### src/rtl/if_fetch_controller.sv
// if_fetch_controller: owns the program counter, drives the instruction
// memory address and captures the fetched word into the IF/ID register.
//
// Ports:
//   clk          in   system clock, rising edge
//   rst          in   synchronous reset, active-high
//   freeze       in   hazard stall; holds PC and IF/ID
//   branch_taken in   redirect request from the branch unit
//   branch_adrs  in   redirect target (byte address, low bits ignored)
//   imem_adrs    out  fetch address (combinational copy of PC)
//   imem_inst    in   word returned combinationally by instruction memory
//   if_id_pc     out  PC+4 of the captured instruction
//   if_id_inst   out  captured instruction
//   if_id_valid  out  IF/ID holds a real fetched instruction
//   halted       out  controller is in HALT
//   fetch_count  out  saturating count of captures since reset
module if_fetch_controller #(
    parameter int unsigned             ADDR_W   = 32,
    parameter int unsigned             INST_W   = 32,
    parameter logic [ADDR_W-1:0]       PC_RESET = '0,
    parameter logic [ADDR_W-1:0]       MEM_LAST = 100
) (
    input  logic              clk,
    input  logic              rst,
    input  logic              freeze,
    input  logic              branch_taken,
    input  logic [ADDR_W-1:0] branch_adrs,
    output logic [ADDR_W-1:0] imem_adrs,
    input  logic [INST_W-1:0] imem_inst,
    output logic [ADDR_W-1:0] if_id_pc,
    output logic [INST_W-1:0] if_id_inst,
    output logic              if_id_valid,
    output logic              halted,
    output logic [15:0]       fetch_count
);

    localparam logic [0:0] S_RUN  = 1'b0;
    localparam logic [0:0] S_HALT = 1'b1;

    logic [0:0]        state_q, state_d;
    logic [ADDR_W-1:0] pc_q, pc_d;
    logic [ADDR_W-1:0] ifpc_q, ifpc_d;
    logic [INST_W-1:0] inst_q, inst_d;
    logic              valid_q, valid_d;
    logic [15:0]       cnt_q, cnt_d;

    logic [ADDR_W-1:0] target;
    logic [ADDR_W-1:0] pc_inc;

    // Redirect targets are forced word-aligned.
    assign target = branch_adrs & ~ADDR_W'(3);
    // Wraps modulo 2^ADDR_W.
    assign pc_inc = pc_q + ADDR_W'(4);

    always_comb begin
        state_d = state_q;
        pc_d    = pc_q;
        ifpc_d  = ifpc_q;
        inst_d  = inst_q;
        valid_d = valid_q;
        cnt_d   = cnt_q;
        if (state_q == S_HALT) begin
            // IF/ID is already flushed; freeze has no effect here.
            if (branch_taken) begin
                pc_d    = target;
                state_d = S_RUN;
            end
        end else if (branch_taken) begin
            // Branch wins over freeze and flushes IF/ID.
            pc_d    = target;
            ifpc_d  = '0;
            inst_d  = '0;
            valid_d = 1'b0;
        end else if (!freeze) begin
            if (pc_q > MEM_LAST) begin
                state_d = S_HALT;
                ifpc_d  = '0;
                inst_d  = '0;
                valid_d = 1'b0;
            end else begin
                // Only edge on which imem_inst is sampled.
                pc_d    = pc_inc;
                ifpc_d  = pc_inc;
                inst_d  = imem_inst;
                valid_d = 1'b1;
                if (cnt_q != 16'hFFFF) begin
                    cnt_d = cnt_q + 16'd1;
                end
            end
        end
    end

    always_ff @(posedge clk) begin
        if (rst) begin
            state_q <= S_RUN;
            pc_q    <= PC_RESET;
            ifpc_q  <= '0;
            inst_q  <= '0;
            valid_q <= 1'b0;
            cnt_q   <= '0;
        end else begin
            state_q <= state_d;
            pc_q    <= pc_d;
            ifpc_q  <= ifpc_d;
            inst_q  <= inst_d;
            valid_q <= valid_d;
            cnt_q   <= cnt_d;
        end
    end

    assign imem_adrs   = pc_q;
    assign if_id_pc    = ifpc_q;
    assign if_id_inst  = inst_q;
    assign if_id_valid = valid_q;
    assign halted      = (state_q == S_HALT);
    assign fetch_count = cnt_q;

endmodule

### config.mk
export PLATFORM = sky130hd
export DESIGN_NAME = if_fetch_controller
export DESIGN_NICKNAME = d
export VERILOG_FILES = /design/src/rtl/if_fetch_controller.sv
export SDC_FILE = /design/constraint.sdc
export NUM_CORES = 1
export LEC_CHECK = 0
export BUFFER_PORTS_ARGS = -buffer_cell sky130_fd_sc_hd__buf_2
export CELL_PAD_IN_SITES_DETAIL_PLACEMENT = 0
export CELL_PAD_IN_SITES_GLOBAL_PLACEMENT = 1
export CORE_ASPECT_RATIO = 0.8
export CORE_MARGIN = 2
export CORE_UTILIZATION = 34
export DETAILED_ROUTE_END_ITERATION = 8
export PLACE_DENSITY = 0.82
export SLEW_MARGIN = 20
export SYNTH_ARGS = -nofsm -noshare
export SYNTH_HDL_FRONTEND = slang
export SYNTH_SLANG_ARGS = --single-unit
### constraint.sdc
create_clock -name clk -period 2.66 [get_ports clk]
set_input_delay 0 -clock clk [delete_from_list [all_inputs] [get_ports clk]]
set_output_delay 0 -clock clk [all_outputs]
set_load 0.05 [all_outputs]
; ---- Yosys cells after proc, flatten, opt, wreduce, memory -nomap -nowiden
; Index checks and enable logic that the tools add are counted.
[op_classes]
n_bitwise = 4
n_reduce_logical = 3
eq_ne = 4
mux = 19
n_lt_le_gt_ge = 1
add_sub_neg = 2
[op_table]
columns = cell, count
row1 = $mux 32, 11
row2 = $add 32x3->32 const B, 1
row3 = $gt 32x7->1 const B, 1
row4 = $add 16x1->16 const B, 1
row5 = $ne 16x16->1 const B, 1
row6 = $mux 1, 8
row7 = $reduce_and 5->1, 1
row8 = $ne 2x2->1 const B, 2
row9 = $not 1->1, 4
row10 = $reduce_and 3->1, 1
row11 = $ne 2x1->1 const B, 1
row12 = $reduce_and 2->1, 1
[word_totals]
output_inout_bits = 114
elab_cells = 39
register_bits = 114
in_bits = 68

; ---- Depth between registers and ports, before layout
[logic_depth]
ltp_word = 5
mapped_depth = 9
ltp_nobuf = 7

; ---- Least setup slack after synthesis
; No wires, ideal clock.
[synth_timing]
path_type = flip-flop to flip-flop
start = reg pc_q[2] (netlist: imem_adrs[2])
end = reg cnt_q[8] (netlist: fetch_count[8])
t_arrival_ns = 2.346
path_buffers = 1
setup_slack_ns = 0.191
required_time_ns = 2.537
path_stages_with_launch = 8
setup_time_ns = 0.123
period_less_slack_ns = 2.469
cell_sequence = dfxtp_1 > ha_1 > o21ba_2 > nor2_1 > or4_1 > clkbuf_1 > nor4_1 > mux2_1
[synth_via]
elab_chain_len = 3
[synth_lines]
columns = item, line
row1 = start: declaration, 41  ; logic [ADDR_W-1:0] pc_q, pc_d;
row2 = start signal: assignment, 103  ; pc_q <= pc_d;
row3 = $gt 32x7->1, 75  ; if (pc_q > MEM_LAST) begin
row4 = $not 1->1 (no source line), -
row5 = $reduce_and 5->1 (no source line), -
row6 = end signal: assignment, 107  ; cnt_q <= cnt_d;
row7 = end: declaration, 45  ; logic [15:0] cnt_q, cnt_d;
; Every way passes these cells.
; A chain may end at the register's enable or synchronous reset.

; ---- Final worst setup path
[layout_timing]
start = reg pc_q[19] (netlist: imem_adrs[19])
end = reg cnt_q[8] (netlist: fetch_count[8])
; Same word-level chain as after synthesis.

==> impl_metrics.ini <==
[timing]
final_critical_path_setup_slack_ps = 126
setup_viol = 0
fin_crit_sh = 0.952
worstMarginPinSlew_ps = 609
clock_skew_ps = 8.59
report.final.hold_viol_count = 0
finalSetupTns_ps = 0
min_period_ps = 2530
slew_viol_final = 0
max_freq_mhz = 395
slew_headroom = 0.594
rsz0062_at_grt = no

[placement]
hpwl_mm = 9.37
io_buffer_count = 177
gp_congestion = 0.870
placed_cells = 825
pre_cts_slack_ps = 169

[run]
drv_cap = 0

[clock_network]
clkTransAtPathRegs_ps = 70
clk_latency_ps = 350
htreeDepth = 3
cts_tree = yes
clock_sinks = 111
clockBufferDepth = 2
numCtsBuffers = 9
postCtsSetupRepairBufs = 0
cts_root_buf = clkbuf_16

[outcome]
status = completed

[floorplanning]
start_util = 0.345
dieArea_mm2 = 0.0139
core_mm2 = 0.0128
row_count = 37
die_w_um = 131
io_pins = 182
die_h_um = 106

[routing]
ant_nets = 0
first_iter_violations = 355
routed_wl_mm = 14.0
via_per_inst = 5.16
dr_total_vias = 4648
wl_per_cell_um = 15.6
drc = 0
first_pass_iters = 4

[global_routing]
grt_max_degree = 65
grt_use_total = 0.203
grt.overflow.total = 0
antenna_found_initial = 0
first_global_vias = 4484
grt_pass1_wl_mm = 22.8

[min_path]
hold_path.class = in -> reg

[worst_setup_path]
crit_arrival_ps = 2770
critPathMaxFanout = 9
end_kind = register
cp-start-kind = register
crit_required_ps = 2900
crit_type = reg -> reg

[power_and_ir_drop]
p_leak_nw = 2.91
clkPwrFrac = 0.383
peakVddDrop_mv = 0.419
internal-power_mw = 2.61
p_sw_frac = 0.267
power_density_mw_per_mm2 = 553
power_mw = 3.56
p_sw_mw = 0.948
sequentialPowerShare = 0.484
p_comb_frac = 0.132

[synth]
ys_ff_latch = 111
synthCells = 491
synth_edf_count = 0
synth_async_sr_flop_share = 0
yosysWarnings = 0
synth_cell_types = 48
netlist_area_mm2 = 0.00441
synthFlopType = dfxtp_1
yosysSeqAreaShare = 0.504
synth_area_per_cell_um2 = 8.98

[layout]
diodes = 0
synthToLayoutAreaGrowth_pct = 45.9
instances_no_fill = 900
drive_above_1_share = 0.303
final_net_count = 792
==> worst max-delay path, stage by stage, from the launching register on <==
cell	delay, ps
dfxtp_1	360
nor4_1	330
nand3_1	300
or4_1	730
nor4_1	360
mux2_1	340
==> placed cells by master (no fill, tap or decap), drive strengths merged, types with 2 or more instances in the layout <==
master,instances
nand4,8
and2,3
a21oi,26
nand3,9
and3,27
a211oi,2
o31ai,13
dfxtp,111
conb,2
dlygate4sd3,58
xnor2,2
or2,5
o21a,2
clkbuf,10
or4,10
o21ai,19
o41ai,2
nor3,9
nor3b,2
or3,5
o211ai,4
inv,12
nor2,58
nand2,34
mux2i,9
o311ai,4
nor2b,2
nor4b,3
and4,4
buf,196
ha,4
clkinvlp,2
a22oi,41
nor4,12
mux2,2
==> power groups by stage <==
stage	Clock (mW)	Combinational, mW	Sequential [mW]
3_5_place_dp	0	0.393	1.76
2_1_floorplan	0	0.152	1.86
5_1_grt	1.48	0.506	1.73
3_3_place_gp	0	0.388	1.76
6_report	1.36	0.471	1.72
4_1_cts	1.41	0.459	1.72
==> flip-flops by register name, indices dropped and copies added (netlist names) <==
register / cells
if_id_pc: 31
fetch_count: 16
if_id_valid: 1
imem_adrs: 30
halted: 1
if_id_inst: 32
==> path summary, 6_finish.rpt <==
check	startpoint	endpoint	slack, ps	depth (start not counted)
worst min-delay path	branch_adrs[4]	imem_adrs[4]	20	5
worst min register to register	if_id_valid	if_id_valid	460	2
worst max register to register	imem_adrs[19]	fetch_count[8]	130	5
worst max-delay path	imem_adrs[19]	fetch_count[8]	130	5
==> cells by family (layout without fill, tap and decap cells) <==
logic type / count (synthesis) / count (layout) / share of synthesized area
muxes: 11 / 11 / 0.0255
DFF: 111 / 111 / 0.504
buffers and inverters: 47 / 280 / 0.0426
and+or+nand+nor: 194 / 194 / 0.226
AOI/OAI and AO/OA: 120 / 120 / 0.184
adders and majority gates: 4 / 4 / 0.0114
xor gates and xnor gates: 3 / 3 / 0.00596
other: 1 / 2 / 0.000850
==> cell usage after synthesis, drive strengths merged, types with 3 or more instances <==
| cell | n | area share |
|---|---|---|
| nand3 | 9 | 0.010 |
| inv | 10 | 0.0085 |
| dfxtp | 111 | 0.50 |
| o211ai | 4 | 0.0068 |
| buf | 7 | 0.0085 |
| or2 | 5 | 0.0071 |
| and3 | 27 | 0.038 |
| a21oi | 26 | 0.030 |
| ha | 4 | 0.011 |
| clkbuf | 30 | 0.026 |
| o31ai | 13 | 0.022 |
| or3 | 5 | 0.0071 |
| mux2i | 9 | 0.020 |
| o311ai | 4 | 0.0079 |
| and4 | 4 | 0.0079 |
| o21ai | 19 | 0.022 |
| nor4b | 3 | 0.0060 |
| a22oi | 41 | 0.070 |
| nand4 | 8 | 0.011 |
| nor4 | 12 | 0.017 |
| and2 | 3 | 0.0043 |
| or4 | 10 | 0.017 |
| nor2 | 58 | 0.049 |
| nand2 | 34 | 0.029 |
| nor3 | 9 | 0.010 |
==> what timing repair did <==
action	in CTS	in global routing
gates resized for setup	0	1
hold endpoints to repair	58	0
hold buffers	58	0
setup endpoints to repair	0	1
==> per-stage QoR <==
stage | area [um2] | util | hold WS, ps
after floorplan | 4410 | - | 148
after global placement | 5520 | 0.432 | 233
after detailed placement | 5520 | 0.432 | 244
after CTS | 6400 | 0.501 | 6.16
after global routing | 6430 | 0.503 | 48.3
final | 6430 | 0.503 | 20.0
==> routing by layer <==
layer	track usage	up-vias	wire, um
met5	0	-	0
met4	0.0675	0	280
li1	-	2241	-
met3	0.0697	24	1100
met1	0.260	2194	6300
met2	0.321	189	6350
==> area by class of cell <==
type | instances | area (um2)
Clock inverter | 6 | 67.6
Fill cell | 1217 | 6350
Multi-Input combinational cell | 334 | 2010
Sequential cell | 111 | 2220
Tap cell | 175 | 219
Clock buffer | 10 | 229
Inverter | 10 | 37.5
Timing Repair Buffer | 254 | 1640
Power figures use the tool's default switching activity.
